===== src/rtl/fp_addsub_normalize.sv =====
// Back end of the FP add/sub datapath. It fixes up the raw significand
// sum or difference, normalizes it one bit per cycle, rounds to nearest
// even and packs a single-precision result behind a valid/ready handshake.
// One operation is in flight at a time.
module fp_addsub_normalize #(
    parameter  int EXP_W = 8,
    parameter  int MAN_W = 23,
    localparam int SUM_W = MAN_W + 5,
    localparam int RES_W = 1 + EXP_W + MAN_W
) (
    input  logic             clk,
    input  logic             rst_n,
    input  logic             in_valid,
    output logic             in_ready,
    input  logic             in_sign,
    input  logic             in_complement,
    input  logic [EXP_W-1:0] in_exp,
    input  logic [SUM_W-1:0] in_sum,
    output logic             out_valid,
    input  logic             out_ready,
    output logic [RES_W-1:0] out_result,
    output logic             out_zero,
    output logic             out_overflow,
    output logic             out_underflow
);

    typedef enum logic [2:0] {
        S_IDLE,
        S_FIXUP,
        S_NORM,
        S_ROUND,
        S_DONE
    } state_e;

    // One extra exponent bit so that a carry past the all-ones code is visible.
    localparam logic [EXP_W:0]   EXP_ONE = {{EXP_W{1'b0}}, 1'b1};
    localparam logic [EXP_W:0]   EXP_MAX = {1'b0, {EXP_W{1'b1}}};
    localparam logic [SUM_W-1:0] SUM_ONE = {{(SUM_W-1){1'b0}}, 1'b1};

    state_e             state_q, state_d;
    logic               sign_q, sign_d;
    logic               comp_q, comp_d;
    logic [EXP_W:0]     exp_q, exp_d;
    logic [SUM_W-1:0]   sum_q, sum_d;
    logic [RES_W-1:0]   result_q, result_d;
    logic               zero_q, zero_d;
    logic               ovf_q, ovf_d;
    logic               unf_q, unf_d;

    // Fixup and rounding views of the working registers.
    logic [SUM_W-1:0]   fix_mag;
    logic               fix_sign;
    logic [EXP_W:0]     fix_exp;
    logic               round_inc;
    logic [MAN_W+1:0]   rnd_mag;
    logic [EXP_W:0]     rnd_exp;
    logic [MAN_W-1:0]   rnd_frac;

    // Sign/complement correction and RNE rounding, derived from the registers.
    always_comb begin
        fix_mag  = sum_q;
        fix_sign = sign_q;
        fix_exp  = exp_q;
        if (comp_q && sum_q[SUM_W-1]) begin
            fix_mag  = ~sum_q + SUM_ONE;
            fix_sign = ~sign_q;
        end else if (!comp_q && sum_q[SUM_W-1]) begin
            // The bit shifted out of R folds into sticky.
            fix_mag  = {1'b0, sum_q[SUM_W-1:2], sum_q[1] | sum_q[0]};
            fix_exp  = exp_q + EXP_ONE;
        end

        // LSB is bit 3, guard bit 2, round bit 1, sticky bit 0.
        round_inc = sum_q[2] & (sum_q[1] | sum_q[0] | sum_q[3]);
        rnd_mag   = sum_q[SUM_W-1:3] + {{(MAN_W+1){1'b0}}, round_inc};
        if (rnd_mag[MAN_W+1]) begin
            rnd_exp  = exp_q + EXP_ONE;
            rnd_frac = rnd_mag[MAN_W:1];
        end else begin
            rnd_exp  = exp_q;
            rnd_frac = rnd_mag[MAN_W-1:0];
        end
    end

    // Next-state and datapath update for the operation FSM.
    always_comb begin
        // NOTE: every signal gets a default first so no path can infer a latch.
        state_d  = state_q;
        sign_d   = sign_q;
        comp_d   = comp_q;
        exp_d    = exp_q;
        sum_d    = sum_q;
        result_d = result_q;
        zero_d   = zero_q;
        ovf_d    = ovf_q;
        unf_d    = unf_q;

        case (state_q)
            S_IDLE: begin
                if (in_valid) begin
                    sign_d  = in_sign;
                    comp_d  = in_complement;
                    exp_d   = {1'b0, in_exp};
                    sum_d   = in_sum;
                    zero_d  = 1'b0;
                    ovf_d   = 1'b0;
                    unf_d   = 1'b0;
                    state_d = S_FIXUP;
                end
            end
            S_FIXUP: begin
                sum_d  = fix_mag;
                sign_d = fix_sign;
                exp_d  = fix_exp;
                if (fix_mag == '0) begin
                    sign_d   = 1'b0;
                    result_d = '0;
                    zero_d   = 1'b1;
                    state_d  = S_DONE;
                end else if (fix_mag[SUM_W-2]) begin
                    state_d = S_ROUND;
                end else begin
                    state_d = S_NORM;
                end
            end
            S_NORM: begin
                if (exp_q == EXP_ONE) begin
                    // Shifting further would need a denormal: flush to signed zero.
                    result_d = {sign_q, {(RES_W-1){1'b0}}};
                    unf_d    = 1'b1;
                    state_d  = S_DONE;
                end else begin
                    sum_d = {sum_q[SUM_W-2:0], 1'b0};
                    exp_d = exp_q - EXP_ONE;
                    if (sum_q[SUM_W-3]) begin
                        state_d = S_ROUND;
                    end
                end
            end
            S_ROUND: begin
                exp_d = rnd_exp;
                if (rnd_exp >= EXP_MAX) begin
                    result_d = {sign_q, {EXP_W{1'b1}}, {MAN_W{1'b0}}};
                    ovf_d    = 1'b1;
                end else begin
                    result_d = {sign_q, rnd_exp[EXP_W-1:0], rnd_frac};
                end
                state_d = S_DONE;
            end
            S_DONE: begin
                if (out_ready) begin
                    zero_d  = 1'b0;
                    ovf_d   = 1'b0;
                    unf_d   = 1'b0;
                    state_d = S_IDLE;
                end
            end
            default: state_d = S_IDLE;
        endcase
    end

    // State and datapath registers; reset abandons any operation in flight.
    always_ff @(posedge clk or negedge rst_n) begin
        if (!rst_n) begin
            state_q  <= S_IDLE;
            sign_q   <= 1'b0;
            comp_q   <= 1'b0;
            exp_q    <= '0;
            sum_q    <= '0;
            result_q <= '0;
            zero_q   <= 1'b0;
            ovf_q    <= 1'b0;
            unf_q    <= 1'b0;
        end else begin
            // NOTE: non-blocking assignments so every register samples pre-edge values.
            state_q  <= state_d;
            sign_q   <= sign_d;
            comp_q   <= comp_d;
            exp_q    <= exp_d;
            sum_q    <= sum_d;
            result_q <= result_d;
            zero_q   <= zero_d;
            ovf_q    <= ovf_d;
            unf_q    <= unf_d;
        end
    end

    assign in_ready      = rst_n && (state_q == S_IDLE);
    assign out_valid     = (state_q == S_DONE);
    assign out_result    = result_q;
    assign out_zero      = zero_q;
    assign out_overflow  = ovf_q;
    assign out_underflow = unf_q;

endmodule


===== config.mk =====
export PLATFORM = sky130hd
export DESIGN_NAME = fp_addsub_normalize
export DESIGN_NICKNAME = d
export VERILOG_FILES = /design/src/rtl/fp_addsub_normalize.sv
export SDC_FILE = /design/constraint.sdc
export NUM_CORES = 1
export LEC_CHECK = 0
export BUFFER_PORTS_ARGS = -buffer_cell sky130_fd_sc_hd__buf_2
export CORE_MARGIN = 2
export CORE_UTILIZATION = 53
export DETAILED_ROUTE_END_ITERATION = 8
export PLACE_DENSITY_LB_ADDON = 0.3
export SLEW_MARGIN = 10
export SYNTH_ARGS = -nofsm -noshare
export SYNTH_HDL_FRONTEND = slang
export SYNTH_SLANG_ARGS = --single-unit

===== constraint.sdc =====
create_clock -name clk -period 6 [get_ports clk]
set_input_delay 0.6 -clock clk [delete_from_list [all_inputs] [get_ports clk]]
set_output_delay 0.6 -clock clk [all_outputs]
set_load 0.005 [all_outputs]

Word-level counts from Yosys, hierarchy flattened

Index checks and enable logic that the tools add are counted.

$add $sub $neg: 4
Magnitude comparators: 1
Equal/unequal tests: 15
Mux-type cells: 35
Bitwise gates (word level): 5
Reductions and logical operators: 22

Operators by type and width:

| kind                                                | count |
|---|---|
| 2-to-1 mux 28 bit                                   | 4 |
| one-hot mux 32 bit (3 select lines)                 | 1 |
| one-hot mux 28 bit (3 select lines)                 | 1 |
| 2-to-1 mux 32 bit                                   | 2 |
| 2-to-1 mux 9 bit                                    | 5 |
| one-hot mux 9 bit (4 select lines)                  | 1 |
| 2-to-1 mux 31 bit                                   | 1 |
| adder 28 x 1 -> 28 bit, second input constant       | 1 |
| zero test 28 bit                                    | 1 |
| inverter 28 bit                                     | 1 |
| adder 25 x 1 -> 25 bit                              | 1 |
| 2-to-1 mux 23 bit                                   | 1 |
| 2-to-1 mux 3 bit                                    | 5 |
| one-hot mux 3 bit (5 select lines)                  | 1 |
| nonzero test 3 bit                                  | 5 |
| inequality test 2 bit, second input constant        | 7 |
| AND reduction 3 bit                                 | 4 |
| AND reduction 4 bit                                 | 3 |
| adder 9 x 1 -> 9 bit, second input constant         | 1 |
| == test 9 x 1 -> 1 bit, second input constant       | 1 |
| >= comparator 9 x 8 -> 1 bit, second input constant | 1 |
| 2-to-1 mux 1 bit                                    | 9 |
| one-hot mux 1 bit (3 select lines)                  | 3 |
| subtractor 9 x 1 -> 9 bit, second input constant    | 1 |
| other kinds (16)                                    | 21 |

Register bits after elaboration: 77
Input bits: 42
Output and inout bits: 37
Word-level logic and storage cells: 91

Depth between registers and ports, before layout

Gate-level depths: netlist (run 1).

Depth after elaboration: 8
Depth in mapped cells: 13
Gate-level depth less buffers: 10

Worst setup path before layout (run 1)

Ideal clock, no wire load.

Path kind: register -> register
Start point: register sum_q[3]
End point: register result_q[10] (netlist: out_result[10])
Library setup time: 123 ps
Data arrival time: 3315 ps
Required time: 5877 ps
Slack: 2561 ps
Stages on the path, launching flop included: 13
Path buffers: 2
Period minus slack after synthesis: 3439 ps
Cells stage by stage: dfrtp_1 > clkbuf_1 > and2_1 > ha_1 > nand3_1 > nor4_2 > a31oi_1 > nor2_1 > o221a_2 > clkbuf_1 > nor2_1 > a31oi_1 > a21oi_1

Word-level cells in the longest chain between the ends: 7
Elaborated cells on any way between the ends: 15

Ends and longest elaborated chain:

| what                                | line | source |
|---|---|---|
| start, declared                     | 44   | `logic [SUM_W-1:0] sum_q, sum_d;` |
| start signal, assigned              | 180  | `sum_q <= sum_d;` |
| OR 1 bit                            | 74   | `round_inc = sum_q[2] & (sum_q[1] \| sum_q[0] \| sum_q[3]);` |
| AND 1 bit                           | 74   |  |
| adder 25 x 1 -> 25 bit              | 75   | `rnd_mag = sum_q[SUM_W-1:3] + {{(MAN_W+1){1'b0}}, round_inc};` |
| 2-to-1 mux 9 bit                    | 76   | `if (rnd_mag[MAN_W+1]) begin` |
| >= comparator 9 x 8 -> 1 bit        | 142  | `if (rnd_exp >= EXP_MAX) begin` |
| 2-to-1 mux 31 bit                   | 142  |  |
| one-hot mux 32 bit (3 select lines) | 98   | `case (state_q)` |
| end signal, assigned                | 181  | `result_q <= result_d;` |
| end, declared                       | 45   | `logic [RES_W-1:0] result_q, result_d;` |

Parallel ways exist; a longest one is shown, timed or not.
A chain may end at the register's enable or synchronous reset.

Worst setup path in the final report (run 1)

Start point: register sum_q[2]
End point: register result_q[22] (netlist: out_result[22])

Word-level cells in the longest chain between the ends: 6
Elaborated cells on any way between the ends: 14

Ends and longest elaborated chain:

| what                                                                       | line |
|---|---|
| AND 1 bit or inverter 28 bit (tied branches)                               | 74, 65 |
| adder 25 x 1 -> 25 bit or adder 28 x 1 -> 28 bit (tied branches)           | 75, 65 |
| 2-to-1 mux 9 bit or 2-to-1 mux 28 bit (tied branches)                      | 76, 64 |
| >= comparator 9 x 8 -> 1 bit or zero test 28 bit (tied branches)           | 142, 115 |
| 2-to-1 mux 31 bit or inequality test 2 bit (tied branches)                 | -- |
| one-hot mux 32 bit (3 select lines) or AND reduction 3 bit (tied branches) | -- |

Parallel ways exist; a longest one is shown, timed or not.

==> out/results.ini, run 1 <==
[outcome]
outcome = finished, final reports clean

[synth]
synth_area_leaders = dfrtp_1 (28%), nor2_1 (7.0%), a21oi_1 (6.4%), clkbuf_1 (4.3%), nand2_1 (3.8%)
async_reset_ff_frac = 1.00
ys_seq_elements = 77
synth_top_area_cell = dfrtp_1
synth_edf_count = 0
yosys.area.top_type_share = 0.282
synthDistinctLibCells = 72
ys.flop_type = dfrtp_1
yosys_warnings = 0
synth_area_um2 = 6830
syn_avg_cell_area_um2 = 7.36
syn_nets = 976
syn_inst = 929
seq_area_frac_synth = 0.282

[global_routing]
grt_max_degree = 56
met3_usage = 0.0630
grt_first_pass_wirelength_mm = 36.1
grtUsageMet1 = 0.437
grt-ovfl-total = 0
busiest_layer = met2
antenna_found_initial = 0
use_met2 = 0.494
grt_usage = 0.316
grt_pass1_vias = 6896

[floorplan]
die_y_um = 118
core_area_um2 = 12600
num_io_pins = 79
row_count = 41
initial_core_util = 0.542
die-area_um2 = 13800
die_w_um = 118

[drt]
ant_nets = 0
drt_iter0_markers = 1069
viasPerCell = 6.84
drt-total-wl_mm = 21.8
firstDrtPassIters = 5
post_drt_wl_per_cell_um = 19.7
drc = 0
vias = 7569

[sta]
worst_pin_slew_ps = 1160
finClkSkew_ps = 7.89
setup_violations = 0
max_freq_mhz = 228
maxSlewViolCount = 0
fin_crit_ps = 4380
rsz0062_at_grt = no
fin_setup_tns_ps = 0
period_share = 0.730
max_slew_margin = 0.223
finalHoldViolations = 0

[worst_setup_path]
crit_path_cell_trace = and2_1 -> ha_1 -> nand3_1 -> nor4_2 -> a31oi_1 -> o31ai_2 -> nand2_1 -> nor2_1 -> nand2_1 -> a41oi_1
critPathKind = reg -> reg
crit_path_start = sum_q[2]
critical_path.max_stage_delay_ps = 680
r2r-start = sum_q[2]
arrival_ps = 4630
crit_required_ps = 6260
path_common_cell = nand2_1
critPathLaunchType = flop
critPathMaxFanout = 19
cp_slowest_cell = nor4_2
worstSetupEndpointType = flop

[placed_design]
gp_congestion = 0.965
port_buffers = 78
dpl.hpwl_mm = 15.1

[clocking]
cts_buffer_depth = 2
worstSkewPairLatency_ps = 350
cts_resized = 0
tritoncts = done
htreeDepth = 3
hold_buffers = 0
cts_buffers = 9
root_buffer = clkbuf_16
clk_pin_slew_ps = 60
cts_setup_buffers = 0
cts_sinks = 77

[layout]
drive_gt1_frac = 0.138
final_nets = 980
area_delta_synth_final_pct = 9.23
fillerInstances = 1192
final_common_cell = nor2_1
finish.utilization = 0.592
layout_common_cells = nor2_1 (126), a21oi_1 (87), dfrtp_1 (77), buf_2 (77), nand2_1 (69)
antenna_cells = 0

[pwr]
p_total_mw = 4.45
peakVddDrop_mv = 0.352
p_leak_nw = 2.96
power.density_nw_per_um2 = 596

[worst_hold_path]
min_path_type = in -> async

[flow_run]
cap_violations = 0

-- per-layer routing --
metal,vias to the layer above,share of wire,routed length (µm)
met5,-,0,0
met4,0,0.028,613
met3,65,0.083,1810
met2,415,0.46,10100
met1,3613,0.43,9270
li1,3476,-,-
-- registers in the layout, summed over array words and instances (netlist names) --
register       cells
out_result        32
state_q            3
out_underflow      1
exp_q              9
out_zero           1
sign_q             1
comp_q             1
out_overflow       1
sum_q             28
-- cells by family after synthesis --
| kind of cell | count (synthesis) | share of synthesized area |
|---|---|---|
| and+or+nand+nor | 382 | 0.277 |
| AOI/OAI and AO/OA | 299 | 0.296 |
| buffers and inverters | 116 | 0.0659 |
| DFF | 77 | 0.282 |
| xor gates and xnor gates | 29 | 0.0372 |
| muxes | 21 | 0.0328 |
| adders and majority gates | 5 | 0.00915 |
-- report_power, final --
group          internal, mW  leakage (nW)  switching (mW)
Sequential            0.731         0.976           0.585
Combinational          1.03          1.84            1.53
Clock                 0.369         0.148           0.207
Total                  2.12          2.96            2.33
-- cell usage after synthesis (8+ instances only) --
cell type	instances
a21oi_1	87
and3_1	13
inv_1	20
o22ai_1	9
o21ai_0	47
nor2_1	128
a31oi_1	18
nand3_1	24
mux2_2	11
xnor2_1	22
nand4_1	20
nor4_1	16
dfrtp_1	77
nand2_1	69
mux2i_1	10
a22oi_1	24
nand2b_1	10
or4_1	9
a221oi_1	16
and2_1	11
buf_1	11
clkbuf_1	79
nor3_1	40
or3_1	8
-- worst paths after layout --
check | endpoint | slack [ps] | cells past startpoint
worst max-delay path | out_result[22] | 1620 | 10
worst min-delay path | sum_q[27] | 160 | 1
worst max register to register | out_result[22] | 1620 | 10
worst min register to register | out_underflow | 490 | 1
max in group asynchronous | out_result[5] | 4840 | 2
min in group clk | state_q[2] | 470 | 2
-- layout make-up --
type,instances,area (µm²),area share
clock buffers,11,243,0.0325
repair buffers,89,475,0.0637
well taps,172,215,0.0288
inverters,20,75.1,0.0101
clock inverters,2,60.1,0.00805
multi-input cells,736,4470,0.599
flip-flops and latches,77,1930,0.258
-- worst max-delay path, delay by kind of cell (launching register included) --
| kind | cells | cell delay, ps |
|---|---|---|
| flops | 1 | 550 |
| compound gates | 3 | 1220 |
| simple gates | 6 | 2280 |
| fa+ha+maj | 1 | 210 |
-- through the flow --
step	setup slack (ps)	cell area [µm²]	hold slack [ps]	cells
6_report	1620	7460	162	1107
3_5_place_dp	1690	7160	478	1094
4_1_cts	1660	7460	172	1107
5_1_grt	1160	7460	190	1107
3_3_place_gp	1900	7160	470	1094
2_1_floorplan	2560	6830	304	929
No activity file was read; power rests on OpenSTA's default activity.
==> run 2: changes to the inputs <==
==> constraint.sdc (replaced) <==
create_clock -name clk -period 3.7 [get_ports clk]
set_input_delay 0.37 -clock clk [delete_from_list [all_inputs] [get_ports clk]]
set_output_delay 0.37 -clock clk [all_outputs]
set_load 0.005 [all_outputs]
==> out/results.ini, run 2 (synthesis gave the netlist of run 1 again) <==
[outcome]
outcome = finished, final reports clean

[placed_design]
pre_cts_slack_ps = 129  ; -1560 ps
post_dp_cell_area_um2 = 7600  ; +6.1%
gp_congestion = 1.00  ; +3.7%
port_buffers = 78  ; unchanged
placed_cells = 1151  ; +5.2%
dpl.hpwl_mm = 15.7  ; +4.1%

[clocking]
cts_buffer_depth = 2  ; unchanged
tritoncts = done
cts_setup_buffers = 0  ; unchanged
root_buffer = clkbuf_16
htreeDepth = 3  ; unchanged
cts_buffers = 9  ; unchanged
cts_sinks = 77  ; unchanged
worstSkewPairLatency_ps = 350  ; about the same
clk_pin_slew_ps = 60  ; about the same

[layout]
fin_area_um2 = 7920  ; +6.1%
final_cell_count_no_fill = 1168  ; +5.5%
layout_common_cells = nor2_1 (126), a21oi_1 (87), dfrtp_1 (77), buf_2 (77), nand2_1 (69)
area_delta_synth_final_pct = 15.9
largest_register_ffs = 32  ; unchanged
finish.utilization = 0.628  ; +0.0363
antenna_cells = 0  ; unchanged
drive_gt1_frac = 0.192  ; +0.0538
final_common_cell = nor2_1
final_nets = 1038  ; +5.9%

[global_routing]
grt_pass1_vias = 6905  ; +0.13%
grt_max_degree = 58  ; +3.6%
antenna_found_initial = 0  ; unchanged
grt_first_pass_wirelength_mm = 35.7  ; -1.1%
grt-ovfl-total = 0  ; unchanged
grt_usage = 0.315  ; -0.000916

[drt]
post_drt_wl_per_cell_um = 18.7  ; -4.9%
drt-total-wl_mm = 21.9  ; +0.37%
ant_nets = 0  ; unchanged
vias = 7646  ; +1.0%
firstDrtPassIters = 6  ; +1
drc = 0  ; unchanged
viasPerCell = 6.55  ; -4.3%
drt_iter0_markers = 974  ; -8.9%

[worst_hold_path]
min_path_type = in -> reg

[floorplan]
die-area_um2 = 13800  ; unchanged
core_area_um2 = 12600  ; unchanged
die_y_um = 118  ; unchanged
num_io_pins = 79  ; unchanged
row_count = 41  ; unchanged
die_w_um = 118  ; unchanged
initial_core_util = 0.542  ; unchanged

[worst_setup_path]
arrival_ps = 3770  ; -860 ps
critPathLaunchType = flop
critPathKind = reg -> reg
critPathMaxFanout = 5  ; -14
worstSetupEndpointType = flop
crit_required_ps = 3940  ; -2320 ps

[sta]
finClkSkew_ps = 8.92  ; +1.03 ps
layout_setup_ws_ps = 168  ; -1450 ps
fin_crit_ps = 3530  ; -848 ps
max_slew_margin = 0.451  ; +0.227
maxSlewViolCount = 0  ; unchanged
rsz0062_at_grt = no
max_freq_mhz = 283  ; +24%
setup_violations = 0  ; unchanged
fin_setup_tns_ps = 0  ; unchanged
period_share = 0.955  ; +0.225
finalHoldViolations = 0  ; unchanged
worst_pin_slew_ps = 822  ; -340 ps

[pwr]
p_leak_nw = 3.25  ; +9.6%
power.density_nw_per_um2 = 955  ; +60%
peakVddDrop_mv = 0.419  ; +19%

[flow_run]
cap_violations = 0  ; unchanged

## run 2: cell types whose count changed in the layout (fill, tap and decap cells not counted), sizes merged
cell         previous run  this run
inv                    20        21
dlygate4sd3             0         1
bufinv                  2         1
clkinv                  0         1
buf                    89       146
clkinvlp                0         2
## run 2: final cells by class
| type | count | area, µm² |
|---|---|---|
| sequential | 77 | 1930 |
| timing repair buffer | 147 | 926 |
| multi-input combinational | 736 | 4480 |
| clock buffer | 11 | 243 |
| inverter | 20 | 75.1 |
| fill | 1190 | 4700 |
| tap | 172 | 215 |
| clock inverter | 5 | 58.8 |
## run 2: through the flow
step	total power, mW	hold slack (ps)
detailed placement	6.51	282
floorplan	5.01	74.4
CTS	7.45	217
global placement	6.45	280
global route	8.13	233
finish	7.56	231
## run 2: per-layer routing
layer | up-vias | share of wire | wire, µm | GRT usage
li1 | 3599 | - | - | -
met1 | 3588 | 0.42 | 9120 | 0.424
met2 | 399 | 0.48 | 10400 | 0.517
met3 | 60 | 0.083 | 1830 | 0.0523
met4 | 0 | 0.024 | 532 | 0.101
met5 | - | 0 | 0 | 0
## run 2: repair_timing
item | 4_1_cts | 5_1_grt
gates resized for setup | 0 | 2
hold buffers | 1 | 0
setup endpoints to repair | 0 | 1
hold endpoints to repair | 20 | 0
## run 2: power breakdown
| part | leakage (nW) | internal (mW) | switching [mW] |
|---|---|---|---|
| clock network | 0.142 | 0.542 | 0.376 |
| logic | 2.13 | 1.97 | 3.08 |
| registers | 0.976 | 1.19 | 0.401 |
| total | 3.25 | 3.70 | 3.86 |
## run 2: worst paths after layout
check,startpoint,endpoint,slack (ps),cells past startpoint
max in group asynchronous,rst_n,sum_q[11],2210,3
max,sum_q[8],sign_q,170,9
min,out_ready,state_q[2],230,2
min reg2reg,out_overflow,out_overflow,500,1
min in group asynchronous,rst_n,sum_q[20],450,2
max reg2reg,sum_q[8],sign_q,170,9
## run 2: critical path, cell delays in order (launching register included)
cell,delay [ps]
dfrtp_1,370
or4_4,570
or4_4,580
or4_4,530
nor3_1,220
o311ai_1,140
nor4b_2,350
buf_4,180
a21oi_1,80
a311o_1,390
==> run 3: changes to the inputs <==
--- a/config.mk
+++ b/config.mk
@@ -5,11 +5,13 @@
 export SDC_FILE = /design/constraint.sdc
 export NUM_CORES = 1
 export LEC_CHECK = 0
-export BUFFER_PORTS_ARGS = -buffer_cell sky130_fd_sc_hd__buf_2
+export BUFFER_PORTS_ARGS = -buffer_cell sky130_fd_sc_hd__buf_4
+export CAP_MARGIN = 30
 export CORE_MARGIN = 2
 export CORE_UTILIZATION = 53
 export DETAILED_ROUTE_END_ITERATION = 8
 export PLACE_DENSITY_LB_ADDON = 0.3
+export SKIP_CTS_REPAIR_TIMING = 1
 export SLEW_MARGIN = 10
 export SYNTH_ARGS = -nofsm -noshare
 export SYNTH_HDL_FRONTEND = slang
==> out/results.ini, run 3 (synthesis gave the netlist of run 1 again) <==
[clocking]
htreeDepth = 3  ; unchanged
root_buffer = clkbuf_16
cts_sinks = 77  ; unchanged
cts_buffer_depth = 2  ; unchanged
clk_pin_slew_ps = 60  ; about the same
worstSkewPairLatency_ps = 350  ; about the same
tritoncts = done
cts_buffers = 9  ; unchanged

[drt]
ant_nets = 0  ; unchanged
drt-total-wl_mm = 22.6  ; +3.3%
firstDrtPassIters = 6  ; unchanged
viasPerCell = 6.56  ; +0.24%
drc = 0  ; unchanged
vias = 7658  ; +0.16%
drt_iter0_markers = 958  ; -1.6%
post_drt_wl_per_cell_um = 19.4  ; +3.4%

[worst_setup_path]
critPathMaxFanout = 6  ; +1
worstSetupEndpointType = flop
critPathKind = reg -> reg
reg2reg_setup_slack_ps = 190  ; +30 ps
crit_required_ps = 3930  ; about the same
arrival_ps = 3740  ; -30 ps
timing.rr.end = sign_q
critPathLaunchType = flop
r2r-start = sum_q[1]
worst-r2r-cell-count = 9  ; unchanged

[layout]
antenna_cells = 0  ; unchanged
final_common_cell = buf_4
layout_common_cells = buf_4 (145), nor2_1 (126), a21oi_1 (87)
final_nets = 1038  ; unchanged
drive_gt1_frac = 0.192  ; +0.000193
final_cell_count_no_fill = 1167  ; -0.086%
fillerInstances = 1185  ; -0.42%
register_area_um2 = 1930  ; unchanged
largest_register_ffs = 32  ; unchanged
area_delta_synth_final_pct = 18.9
multi_input_area_um2 = 4470  ; -0.11%

[sta]
maxSlewViolCount = 0  ; unchanged
fin_setup_tns_ps = 0  ; unchanged
layout_setup_ws_ps = 193  ; +25.4 ps
fin_crit_ps = 3510  ; -25.4 ps
finalHoldViolations = 0  ; unchanged
max_slew_margin = 0.358  ; -0.0930
finClkSkew_ps = 5.08  ; -3.84 ps
max_freq_mhz = 285  ; +0.73%
worst_pin_slew_ps = 963  ; +141 ps
period_share = 0.948  ; -0.00688
setup_violations = 0  ; unchanged
rsz0062_at_grt = no

[floorplan]
die_w_um = 118  ; unchanged
num_io_pins = 79  ; unchanged
core_area_um2 = 12600  ; unchanged
row_count = 41  ; unchanged
die-area_um2 = 13800  ; unchanged
die_y_um = 118  ; unchanged
initial_core_util = 0.542  ; unchanged

[worst_hold_path]
min_path_type = in -> async

[global_routing]
grt_usage = 0.325  ; +0.0101
grt_pass1_vias = 7153  ; +3.6%
grt-ovfl-total = 0  ; unchanged
grt_max_degree = 44  ; -24%
antenna_found_initial = 0  ; unchanged
grt_first_pass_wirelength_mm = 36.9  ; +3.3%

[pwr]
power.density_nw_per_um2 = 943  ; -1.2%
p_leak_nw = 3.29  ; +1.4%
peakVddDrop_mv = 0.454  ; +8.3%

[flow_run]
cap_violations = 0  ; unchanged

[placed_design]
pre_cts_slack_ps = 170  ; +40.2 ps
placed_cells = 1152  ; +0.087%
port_buffers = 78  ; unchanged
gp_congestion = 1.03  ; +3.0%
dpl.hpwl_mm = 16.1  ; +2.8%

[outcome]
outcome = finished, final reports clean

run 3: cell count changes in the layout (fill, tap and decap cells not counted):
cell,delta
buf_4,+77
nor3_1,+1
buf_2,-77
clkinvlp_4,-1
nor3_2,-1
clkinv_2,+1
clkbuf_1,-1
inv_6,-1
buf_16,+1
dlygate4sd3_1,-1
clkbuf_8,+1
run 3: metal layers:
metal | wire, µm | up-vias | part of all wire | track usage
met1 | 9230 | 3574 | 0.41 | 0.429
met5 | 0 | - | 0 | 0
met3 | 2060 | 64 | 0.091 | 0.0669
li1 | - | 3608 | - | -
met2 | 10600 | 412 | 0.47 | 0.529
met4 | 680 | 0 | 0.030 | 0.117
run 3: how the worst max path moves through the flow:
stage | from | to | slack (ps) | depth (start not counted)
3_3_place_gp | sum_q[1] | sign_q | 240 | 9
6_report | sum_q[1] | sign_q | 190 | 9
2_1_floorplan | sum_q[3] | out_result[10] | 260 | 12
4_1_cts | sum_q[1] | sign_q | 150 | 9
5_1_grt | sum_q[1] | sign_q | 5 | 9
3_5_place_dp | sum_q[1] | sign_q | 170 | 9
run 3: worst max-delay path: stages, from the launching register on:
cell and delay, ps:
dfrtp_1 420, or4_1 630, or4_4 500, or4_4 520
o211ai_2 210, o311ai_1 150, nor4b_2 310, buf_4 180
a21oi_1 70, a311o_1 390
run 3: where the power goes:
| group | switching [mW] | internal [mW] | leakage, nW |
|---|---|---|---|
| logic | 2.99 | 2.02 | 2.17 |
| clock network | 0.362 | 0.553 | 0.147 |
| registers | 0.544 | 1.19 | 0.976 |
| total | 3.90 | 3.77 | 3.29 |
run 3: area by class of cell:
class | count | area share
multi-input cells | 736 | 0.550
flip-flops and latches | 77 | 0.237
repair buffers | 147 | 0.140
clock buffers | 11 | 0.0311
well taps | 172 | 0.0265
inverters | 20 | 0.00924
clock inverters | 4 | 0.00585
run 3: metrics by stage:
stage               power (mW)   util  area, µm²  hold slack, ps
global route              8.22  0.644       8130             117
floorplan                 5.01      -       6830            74.4
finish                    7.67  0.644       8130            71.3
global placement          6.53  0.618       7790             476
CTS                       7.54  0.644       8120            95.8
detailed placement        6.60  0.620       7820             462
